<file path="config.mk">
export PLATFORM = sky130hd
export DESIGN_NAME = reversal_mb_module
export DESIGN_NICKNAME = d
export VERILOG_FILES = /design/src/rtl/reversal_mb_module.sv
export SDC_FILE = /design/constraint.sdc
export NUM_CORES = 1
export LEC_CHECK = 0
export BUFFER_PORTS_ARGS = -buffer_cell sky130_fd_sc_hd__buf_4
export CAP_MARGIN = 20
export CELL_PAD_IN_SITES_DETAIL_PLACEMENT = 2
export CELL_PAD_IN_SITES_GLOBAL_PLACEMENT = 2
export CORE_MARGIN = 2
export CORE_UTILIZATION = 33
export DETAILED_ROUTE_END_ITERATION = 7
export GPL_TIMING_DRIVEN = 0
export MAX_ROUTING_LAYER = met4
export PLACE_DENSITY = 0.87
export SETUP_SLACK_MARGIN = 0.4
export SYNTH_ARGS = -nofsm -noshare
export SYNTH_HDL_FRONTEND = slang
export SYNTH_SLANG_ARGS = --single-unit
</file>
<file path="constraint.sdc">
create_clock -name CLK -period 4.49 [get_ports CLK]
set_clock_uncertainty 0.2 [all_clocks]
set_input_delay 0.2245 -clock CLK [delete_from_list [all_inputs] [get_ports CLK]]
set_output_delay 0.2245 -clock CLK [all_outputs]
set_load 0.005 [all_outputs]
</file>
<file path="src/rtl/reversal_mb_module.sv">
// Lane reversal training stage of mainband init.
// Handshakes INIT/CLR/RESULT/DONE over sideband, retries once reversed.
module reversal_mb_module #(
  parameter logic [15:0] TIMEOUT_CYCLES = 16'd8000,
  parameter logic [4:0]  PASS_THRESHOLD = 5'd8
) (
  input  logic        CLK,
  input  logic        rst_n,
  input  logic        i_MBINIT_REPAIRCLK_end,
  input  logic [3:0]  i_RX_SbMessage,
  input  logic        i_msg_valid,
  input  logic [15:0] i_lanes_results,
  input  logic        i_falling_edge_busy,
  input  logic        i_pattern_done,
  output logic [3:0]  o_TX_SbMessage,
  output logic        o_tx_data_valid,
  output logic        o_pattern_en,
  output logic        o_lane_reversal,
  output logic        o_MBINIT_REVERSALMB_end,
  output logic        o_train_error
);

  typedef enum logic [3:0] {
    IDLE, SEND_INIT, WAIT_INIT,
    SEND_CLR, WAIT_CLR, PATTERN,
    SEND_RES, WAIT_RES, EVAL,
    SEND_DONE, WAIT_DONE, DONE,
    ERROR
  } state_t;

  state_t      state;
  state_t      state_nx;
  logic [15:0] cnt;
  logic [15:0] res;
  logic        rev;
  logic [4:0]  pop;
  logic        pass;
  logic [3:0]  exp_code;
  logic        hit;
  logic        counting;
  logic        timed_out;

  // Popcount of the captured lane results and pass decision.
  always_comb begin
    pop = '0;
    for (int i = 0; i < 16; i++) begin
      pop = pop + 5'(res[i]);
    end
    pass = (pop > PASS_THRESHOLD);
  end

  // Moore outputs plus the response each wait state is looking for.
  always_comb begin
    o_TX_SbMessage          = 4'd0;
    o_tx_data_valid         = 1'b0;
    o_pattern_en            = 1'b0;
    o_MBINIT_REVERSALMB_end = 1'b0;
    o_train_error           = 1'b0;
    exp_code                = 4'd0;
    counting                = 1'b0;
    unique case (state)
      SEND_INIT: begin
        o_TX_SbMessage  = 4'd1;
        o_tx_data_valid = 1'b1;
      end
      SEND_CLR: begin
        o_TX_SbMessage  = 4'd3;
        o_tx_data_valid = 1'b1;
      end
      SEND_RES: begin
        o_TX_SbMessage  = 4'd5;
        o_tx_data_valid = 1'b1;
      end
      SEND_DONE: begin
        o_TX_SbMessage  = 4'd7;
        o_tx_data_valid = 1'b1;
      end
      WAIT_INIT: begin
        exp_code = 4'd2;
        counting = 1'b1;
      end
      WAIT_CLR: begin
        exp_code = 4'd4;
        counting = 1'b1;
      end
      WAIT_RES: begin
        exp_code = 4'd6;
        counting = 1'b1;
      end
      WAIT_DONE: begin
        exp_code = 4'd8;
        counting = 1'b1;
      end
      PATTERN: begin
        o_pattern_en = 1'b1;
        counting     = 1'b1;
      end
      DONE:  o_MBINIT_REVERSALMB_end = 1'b1;
      ERROR: o_train_error = 1'b1;
      default: ;
    endcase
  end

  assign hit       = i_msg_valid && (i_RX_SbMessage == exp_code);
  assign timed_out = (cnt == TIMEOUT_CYCLES - 16'd1);
  assign o_lane_reversal = rev;

  // Next-state logic; a matching response beats a timeout.
  always_comb begin
    state_nx = state;
    if (!i_MBINIT_REPAIRCLK_end) begin
      state_nx = IDLE;
    end else begin
      unique case (state)
        IDLE:      state_nx = SEND_INIT;
        SEND_INIT: if (i_falling_edge_busy) state_nx = WAIT_INIT;
        SEND_CLR:  if (i_falling_edge_busy) state_nx = WAIT_CLR;
        SEND_RES:  if (i_falling_edge_busy) state_nx = WAIT_RES;
        SEND_DONE: if (i_falling_edge_busy) state_nx = WAIT_DONE;
        WAIT_INIT: begin
          if (hit) state_nx = SEND_CLR;
          else if (timed_out) state_nx = ERROR;
        end
        WAIT_CLR: begin
          if (hit) state_nx = PATTERN;
          else if (timed_out) state_nx = ERROR;
        end
        PATTERN: begin
          if (i_pattern_done) state_nx = SEND_RES;
          else if (timed_out) state_nx = ERROR;
        end
        WAIT_RES: begin
          if (hit) state_nx = EVAL;
          else if (timed_out) state_nx = ERROR;
        end
        EVAL: begin
          if (pass) state_nx = SEND_DONE;
          else if (!rev) state_nx = SEND_CLR;
          else state_nx = ERROR;
        end
        WAIT_DONE: begin
          if (hit) state_nx = DONE;
          else if (timed_out) state_nx = ERROR;
        end
        DONE:    state_nx = DONE;
        ERROR:   state_nx = ERROR;
        default: state_nx = IDLE;
      endcase
    end
  end

  // State, timeout counter, captured results and reversal flag.
  always_ff @(posedge CLK) begin
    if (!rst_n) begin
      state <= IDLE;
      cnt   <= '0;
      res   <= '0;
      rev   <= 1'b0;
    end else begin
      state <= state_nx;
      if (state_nx != state) cnt <= '0;
      else if (counting) cnt <= cnt + 16'd1;
      else cnt <= '0;
      if (state == WAIT_RES && state_nx == EVAL) res <= i_lanes_results;
      if (!i_MBINIT_REPAIRCLK_end) rev <= 1'b0;
      else if (state == EVAL && !pass && !rev) rev <= 1'b1;
    end
  end

endmodule

</file>
; Word level (Yosys, flattened, before mapping)
; Cells that the tools add are included.
[op_classes]
magnitude_cmp = 1
n_reduce_logical = 11
n_mux = 21
add_sub_neg = 16
n_eq_ne = 16
bitwise = 2
[op_table]
columns = cell, n
row1 = 5-bit by 1-bit adder with 5-bit output, 11
row2 = 4-bit two-way mux, 13
row3 = 4-bit case mux with 13 select lines, 1
row4 = "4-bit == test, second input constant", 6
row5 = "16-bit by 1-bit adder with 16-bit output, second input constant", 1
row6 = "16-bit by 13-bit == test with 1-bit output, second input constant", 1
row7 = "4-bit by 3-bit == test with 1-bit output, second input constant", 4
row8 = 4-bit case mux with 4 select lines, 1
row9 = 3-bit case mux with 4 select lines, 1
row10 = "4-bit by 2-bit == test with 1-bit output, second input constant", 2
row11 = 4-bit by 1-bit adder with 5-bit output, 1
row12 = "5-bit by 4-bit greater-than comparator with 1-bit output, second input constant", 1
row13 = 1-bit two-way mux, 5
row14 = 5-bit OR reduction, 1
row15 = 3-bit by 1-bit adder with 4-bit output, 1
row16 = "4-bit by 1-bit == test with 1-bit output, second input constant", 1
row17 = 4-bit == test, 1
row18 = 1-bit logical AND, 4
row19 = 4-bit zero test, 1
row20 = 4-bit != test, 1
row21 = 4-bit OR reduction, 1
row22 = 2-bit by 1-bit adder with 3-bit output, 1
row23 = 3-bit OR reduction, 1
row24 = 1-bit by 1-bit adder with 2-bit output, 1
row25 = 3 further kinds, 5
[totals]
input_bits = 26
regBits = 37
wordCells = 71
out_inout_bits = 9

; Longest topological paths before layout
; Gate-level depths: netlist of the first run.
[logic_depth]
depth_word = 21
depth_mapped = 17
ltp_nobuf = 16

; Worst setup path before layout of the first run
; No wires, ideal clock.
[synth_timing]
kind = flip-flop to flip-flop
startpoint = reg res[0]
endpoint = reg res[10]
period_less_slack_ps = 4720
path_stages_with_launch = 18
t_required_ps = 4174
arrival_ps = 4404
setup_slack_ps = -230
setup_ps = 116
cell_sequence = dfxtp_1 -> inv_1 -> fa_1 -> fa_1 -> fa_1 -> fa_1 -> inv_1 -> ha_1 -> inv_1 -> fa_1 -> and3_1 -> a211oi_1 -> o32a_1 -> o211a_1 -> o2111ai_4 -> buf_6 -> mux2i_1 -> nor2b_1
[synth_between]
elab_chain_len = 21
[synth_rtl]
columns = element, line_no
row1 = "start, declared", 34  ; logic [15:0] res;
row2 = "start signal, assigned", 164  ; if (state == WAIT_RES && state_nx == EVAL) res <= i_lanes_results;
row3 = 1-bit by 1-bit adder with 2-bit output, 47  ; pop = pop + 5'(res[i]);
row4 = 2-bit by 1-bit adder with 3-bit output, 47
row5 = 3-bit by 1-bit adder with 4-bit output, 47
row6 = 4-bit by 1-bit adder with 5-bit output, 47
row7 = 5-bit by 1-bit adder with 5-bit output (11 in a row), 47
row8 = 5-bit by 4-bit greater-than comparator with 1-bit output, 49  ; pass = (pop > PASS_THRESHOLD);
row9 = 4-bit two-way mux, 137  ; if (pass) state_nx = SEND_DONE;
row10 = 4-bit case mux with 13 select lines, 114  ; unique case (state)
row11 = 4-bit two-way mux, 111  ; if (!i_MBINIT_REPAIRCLK_end) begin
row12 = 4-bit == test, 164
row13 = 1-bit logical AND, 164
; No other way between the ends.
; A chain may end at the register's enable or synchronous reset.

; Worst setup path in the final report of the first run
[layout_timing]
startpoint = reg res[13]
endpoint = reg cnt[3]
[layout_between]
elab_chain_len = 9
[layout_rtl]
columns = element, line_no
row1 = 5-bit by 1-bit adder with 5-bit output (3 in a row), 47
row2 = 5-bit by 4-bit greater-than comparator with 1-bit output, 49
row3 = 4-bit two-way mux, 137
row4 = 4-bit case mux with 13 select lines, 114
row5 = 4-bit two-way mux, 111
row6 = 4-bit != test, 161  ; if (state_nx != state) cnt <= '0;
row7 = 3-bit OR reduction (no line), n/a
row8 = "end signal, assigned", 162  ; else if (counting) cnt <= cnt + 16'd1;
row9 = "end, declared", 33  ; logic [15:0] cnt;
; No other way between the ends.

==> results of run 1 <==
worst register-to-register path, stage by stage (launching register included):
cell      delay, ps
dfxtp_2         340
inv_2            40
fa_1            630
fa_1            480
fa_1            550
fa_1            430
inv_2            80
ha_4            130
inv_2            40
fa_2            520
inv_2            30
o32a_1          370
buf_6           140
o211ai_1        220
a311o_1         260
nand4_4         190
buf_4           200
nor3_1          190
synthesized netlist by cell type, types with 2 or more instances:
cell type  number  area share [%]
a211oi_1        3            0.82
a21boi_0        3            0.82
a21oi_1         4            0.73
and2_1          5             1.1
and3_1          3            0.68
and3b_1         2            0.64
buf_2           2            0.36
buf_4           4             1.1
buf_6           5             2.0
clkbuf_1        5            0.68
dfxtp_1        37              27
fa_1           10             7.3
ha_1            6             2.7
inv_1          32             4.4
mux2i_1        18             6.6
nand2_1        14             1.9
nand2b_1        3            0.68
nand2b_2        2            0.64
nand3_1        11             2.0
nand4_1         3            0.68
nor2_1         20             2.7
nor2b_1        20             4.6
nor3_1         10             1.8
nor3_2         10             3.6
nor4_1          2            0.46
o2111ai_4       2             1.9
o211ai_1        2            0.55
o21ai_0         9             1.6
o21bai_1        2            0.55
o221ai_1        3            0.96
o31ai_1         2            0.55
xnor2_1         7             2.2
xor2_1          9             2.9
worst paths after layout:
kind              cells past startpoint  endpoint  slack, ps                start
setup reg to reg                     17    cnt[3]       -630              res[13]
hold / removal                        3   res[13]          2  i_lanes_results[13]
setup / recovery                     17    cnt[3]       -630              res[13]
hold reg to reg                       2   res[13]        340              res[13]
area by class of cell:
cell class	instances	area share (%)
inverters	32	3.25
multi-input cells	216	52.8
flip-flops and latches	37	20.2
repair buffers	60	14.5
well taps	105	3.55
plain buffers	16	3.45
clock buffers	6	1.96
clock inverters	2	0.271
flip-flops by register name, summed over array words and instances (netlist names):
name and count:
res 16, o_lane_reversal 1, cnt 16, state 4
logic make-up after synthesis:
group                    share of synthesized area (%)
adder cells (fa/ha/maj)                           10.0
other                                            0.136
buffers and inverters                             8.56
AO/OA/AOI/OAI                                     15.8
AND/OR/NAND/NOR                                   25.9
multiplexers                                      7.51
flip-flops                                        27.0
XOR/XNOR                                          5.10
metrics by stage:
| stage | area [sq um] | setup TNS, ps | std cells | hold WS [ps] |
|---|---|---|---|---|
| finish | 3700 | -19110 | 474 | 2.47 |
| CTS | 3450 | -13960 | 462 | 2.40 |
| detailed placement | 3130 | -16980 | 438 | 292 |
| floorplan | 2750 | -2760 | 301 | 170 |
| global placement | 3130 | -11760 | 438 | 276 |
| global route | 3700 | -23420 | 474 | 11.7 |
routing by layer:
layer / wire, um / global-route usage [%]
met1: 4470 / 28.6
met2: 5880 / 41.8
met3: 393 / 3.64
met4: 357 / 8.21
met5: 0 / -
layout by cell type (no fill, tap or decap), types with 5 or more instances in the layout:
| master | Yosys | final |
|---|---|---|
| dfxtp_1 | 37 | 31 |
| nand2_1 | 14 | 14 |
| inv_2 | 0 | 5 |
| buf_6 | 5 | 13 |
| nor2b_1 | 20 | 18 |
| xnor2_1 | 7 | 7 |
| nand3_1 | 11 | 11 |
| xor2_1 | 9 | 9 |
| dfxtp_2 | 0 | 6 |
| ha_1 | 6 | 5 |
| inv_1 | 32 | 27 |
| clkbuf_1 | 5 | 6 |
| clkbuf_8 | 0 | 5 |
| o21ai_0 | 9 | 7 |
| dlygate4sd3_1 | 0 | 5 |
| mux2i_4 | 0 | 5 |
| and2_1 | 5 | 5 |
| nor3_1 | 10 | 7 |
| nor3_4 | 0 | 5 |
| fa_1 | 10 | 9 |
| nor2_1 | 20 | 18 |
| nor3_2 | 10 | 8 |
| mux2i_1 | 18 | 13 |
| buf_4 | 4 | 47 |
power by group:
part / switching, mW / internal, mW / leakage, nW
Clock: 0.134 / 0.108 / 0.0450
Combinational: 0.0464 / 0.0463 / 1.08
Sequential: 0.000611 / 0.329 / 0.301
repair_timing:
item | in CTS | in global routing
pin swaps | 9 | 10
resized for setup | 25 | 31
hold buffers | 5 | 0
buffers inserted | 10 | 11
endpoints found under the hold margin | 5 | 0
gates cloned | 1 | 1
endpoints found under the setup margin | 37 | 37
==> results_dict.tcl, run 1 <==
set metrics [dict create \
    ys_seq_area_share_pct 27.0 \
    min_period_over_period_pct 114 \
    ios 35 \
    antenna_found_initial 0 \
    fmax_mhz 195 \
    worst_pin_slew_ps 575 \
    syn-num-nets 343 \
    syn_area_per_cell_sq_um 9.13 \
    path_buf_inv 6 \
    hold_violations 0 \
    maxCapViolCount 0 \
    worst_slack_ps -635 \
    yosysUniqueCellTypes 64 \
    via_per_inst 5.55 \
    clockBufferDepth 2 \
    multi_input_area_sq_um 1950 \
    leakagePower_nw 1.43 \
    wl_per_cell_um 23.4 \
    portBuffers 32 \
    crit_slowest_cell "fa_1" \
    gp_congestion 0.765 \
    critPathLaunchType "flop" \
    worst-setup-path-type "reg -> reg" \
    fp.coreArea_sq_um 8130 \
    pre_cts_slack_ps -662 \
    path_delay_family "adder cells" \
    rsz0062_at_grt "true" \
    insertion_delay_ps 300 \
    status "complete, but fails checks" \
    ff_latch_area_sq_um 748 \
    grt_pass1_wl_mm 15.9 \
    path_max_fanout 5 \
    final_util_pct 45.4 \
    cts_tree "built" \
    relSlewSlack_pct 61.6 \
    wl_mm 11.1 \
    drt-initial-drc-count 79 \
    root_buffer "clkbuf_8" \
    hp-class "in -> reg" \
    synth-edff-count 0 \
    grt_max_degree 12 \
    hpwl_mm 6.12 \
    fp.dieW_um 95.2 \
    ant_nets 0 \
    fin_nets 410 \
    violations "negative setup slack" \
    crit_path_end_kind "flop" \
    finalCriticalPeriod_ps 5120 \
    drc 0 \
    die_h_um 95.2 \
    num-fill-cells 859 \
    critPathArrivalTime_ps 5130 \
    grt_overflow 0 \
    track_usage_pct 24.1 \
    yosys_warnings 0 \
    htree_levels 2 \
    drive_above_1_share_pct 35.5 \
    rows 33 \
    synth-main-ff-cell "dfxtp_1" \
    start_util_pct 33.8 \
    cts_buffers 5 \
    syn_to_final_growth_pct 34.5 \
    crit_chain "inv_2 > fa_1 > fa_1 > fa_1 > fa_1 > inv_2 > ha_4 > inv_2 > fa_2 > inv_2 > o32a_1 > buf_6 > o211ai_1 > a311o_1 > nand4_4 > buf_4 > nor3_1" \
    fin_total_pwr_uw 664 \
    grt_pass1_vias 2841 \
    synthCells 301 \
    cts.clk_slew.worst_paths_ps 70 \
    syn_area_sq_um 2750 \
    power_density_nw_per_um2 180 \
    critPathRequiredTime_ps 4500 \
    slew_viol_final 0 \
    ys_ff_latch 37 \
    synthArstFlopShare_pct 0 \
    finalSetupViolations 37 \
    vias 2633 \
    cts_sinks 37 \
    dr.pass1.iters 4 \
    die_area_sq_um 9070 \
    peakVddDrop_mv 0.149 \
    diodes 0 \
    critPathMaxStageDelay_ps 630 \
]
No activity file was read; power rests on OpenSTA's default activity.
==> run 2, diff against run 1 <==
--- a/config.mk
+++ b/config.mk
@@ -13,6 +13,7 @@
 export CORE_UTILIZATION = 33
 export DETAILED_ROUTE_END_ITERATION = 7
 export GPL_TIMING_DRIVEN = 0
+export HOLD_SLACK_MARGIN = 0.06
 export MAX_ROUTING_LAYER = met4
 export PLACE_DENSITY = 0.87
 export SETUP_SLACK_MARGIN = 0.4
==> results_dict.tcl, run 2 (synthesis gave the netlist of run 1 again) <==
set metrics [dict create \
    status "complete, but fails checks" \
    violations "negative setup slack" \
    finalCriticalPeriod_ps 5250 \
    final_util_pct 47.0 \
    diodes 0 \
    cts_tree "built" \
    worst-setup-path-type "reg -> reg" \
    drt-initial-drc-count 131 \
    rr_startpoint "res[13]" \
    peakVddDrop_mv 0.138 \
    path_max_fanout 5 \
    rr_endpoint "cnt[15]" \
    relSlewSlack_pct 52.5 \
    postPlaceCellArea_sq_um 3130 \
    hold_path.startpoint "i_lanes_results[7]" \
    holdPathEnd "res[7]" \
    swShare_pct 28.1 \
    fin_setup_tns_ps -20600 \
    worst_slack_ps -757 \
    dp.cells 438 \
    hold_path_depth 3 \
    ios 35 \
    finalSetupViolations 37 \
    maxCapViolCount 0 \
    vias 2665 \
    ant_nets 0 \
    dr.pass1.iters 4 \
    critPathLaunchType "flop" \
    portBuffers 32 \
    switchingPower_uw 191 \
    reg2regPathDepth 17 \
    r2r_slack_ps -760 \
    design_area_sq_um 3820 \
    grt_max_degree 12 \
    p_comb_share_pct 15.2 \
    hpwl_mm 6.12 \
    start_util_pct 33.8 \
    clockBufferDepth 2 \
    fin_nets 420 \
    crit_path_end_kind "flop" \
    wl_mm 12.0 \
    fin_cells 484 \
    critPathArrivalTime_ps 5270 \
    htree_levels 2 \
    grt_overflow 0 \
    whs_ps 55.5 \
    p_int_uw 488 \
    slew_viol_final 0 \
    cts_sinks 37 \
    drive_above_1_share_pct 35.6 \
    via_per_inst 5.51 \
    top_regs "cnt x16, res x16, state x4" \
    clock_power_share_pct 36.4 \
    antenna_found_initial 0 \
    syn_to_final_growth_pct 39.0 \
    hold_violations 0 \
    grt_pass1_vias 2930 \
    rsz0062_at_grt "true" \
    pre_cts_slack_ps -662 \
    wl_per_cell_um 24.8 \
    grt_pass1_wl_mm 16.4 \
    fp.dieW_um 95.2 \
    cts.clk_slew.worst_paths_ps 90 \
    worst_pin_slew_ps 704 \
    die_area_sq_um 9070 \
    fp.coreArea_sq_um 8130 \
    min_period_over_period_pct 117 \
    critPathRequiredTime_ps 4520 \
    final_cell_mix "buf_4 (45), dfxtp_1 (30), inv_1 (25), nor2_1 (19), nor2b_1 (19)" \
    root_buffer "clkbuf_8" \
    track_usage_pct 24.8 \
    cts_buffers 5 \
    die_h_um 95.2 \
    hp-class "in -> reg" \
    fin_total_pwr_uw 679 \
    fmax_mhz 191 \
    rows 33 \
    insertion_delay_ps 300 \
    leakagePower_nw 1.50 \
    power_density_nw_per_um2 178 \
    gp_congestion 0.765 \
    drc 0 \
    layout_commonest_cell "buf_4" \
    seq_power_share_pct 48.4 \
]
## run 2: cell types whose count changed in the layout (fill, tap and decap cells not counted), moves of 3 or more
cell	delta
dlygate4sd3_1	+11
mux2i_2	+3
nor3_1	-3
nor3_4	+5
mux2i_4	-3
## run 2: power by group through the flow
| stage | Sequential, mW | Combinational, mW | Clock [mW] |
|---|---|---|---|
| 3_5_place_dp | 0.337 | 0.0672 | 0 |
| 6_report | 0.329 | 0.103 | 0.247 |
| 5_1_grt | 0.329 | 0.108 | 0.263 |
| 4_1_cts | 0.329 | 0.0866 | 0.242 |
| 3_3_place_gp | 0.337 | 0.0652 | 0 |
| 2_1_floorplan | 0.337 | 0.0366 | 0 |
## run 2: repair_timing
action | in CTS | in global routing
pin swaps | 9 | 33
setup endpoints to repair | 37 | 37
endpoints found under the hold margin | 16 | 0
setup buffers | 10 | 10
hold buffers | 16 | 0
gates resized for setup | 25 | 41
cloned | 1 | 1
## run 2: critical path, stage by stage (launching register included)
cell	delay [ps]
dfxtp_1	360
inv_1	80
fa_1	530
fa_1	570
fa_1	440
fa_1	480
inv_2	80
ha_4	130
inv_2	40
fa_2	540
inv_2	40
o32a_1	390
buf_6	150
o211ai_1	270
a311o_1	280
nand4_4	210
buf_6	200
nor3_4	190
## run 2: per-layer routing
layer  up-vias  GRT usage [%]  wire length, um
met1      1338           29.9             4920
met2        97           42.5             6270
met4         0           7.61              471
li1       1191              -                -
met3        39           4.03              342
met5         -              -                0
## run 2: how the worst max path moves through the flow
stage | slack (ps) | to | from | depth (start not counted)
6_report | -760 | cnt[15] | res[13] | 17
5_1_grt | -920 | cnt[3] | res[13] | 17
4_1_cts | -500 | cnt[5] | res[11] | 17
3_5_place_dp | -660 | res[7] | res[13] | 17
3_3_place_gp | -450 | res[11] | res[11] | 16
2_1_floorplan | -160 | res[11] | res[11] | 16
## run 2: layout make-up
type	count	area [sq um]
clock buffers	6	72.6
multi-input cells	216	1960
clock inverters	2	10.0
fillers	828	4310
flip-flops and latches	37	752
plain buffers	16	128
inverters	32	120
well taps	105	131
repair buffers	70	642
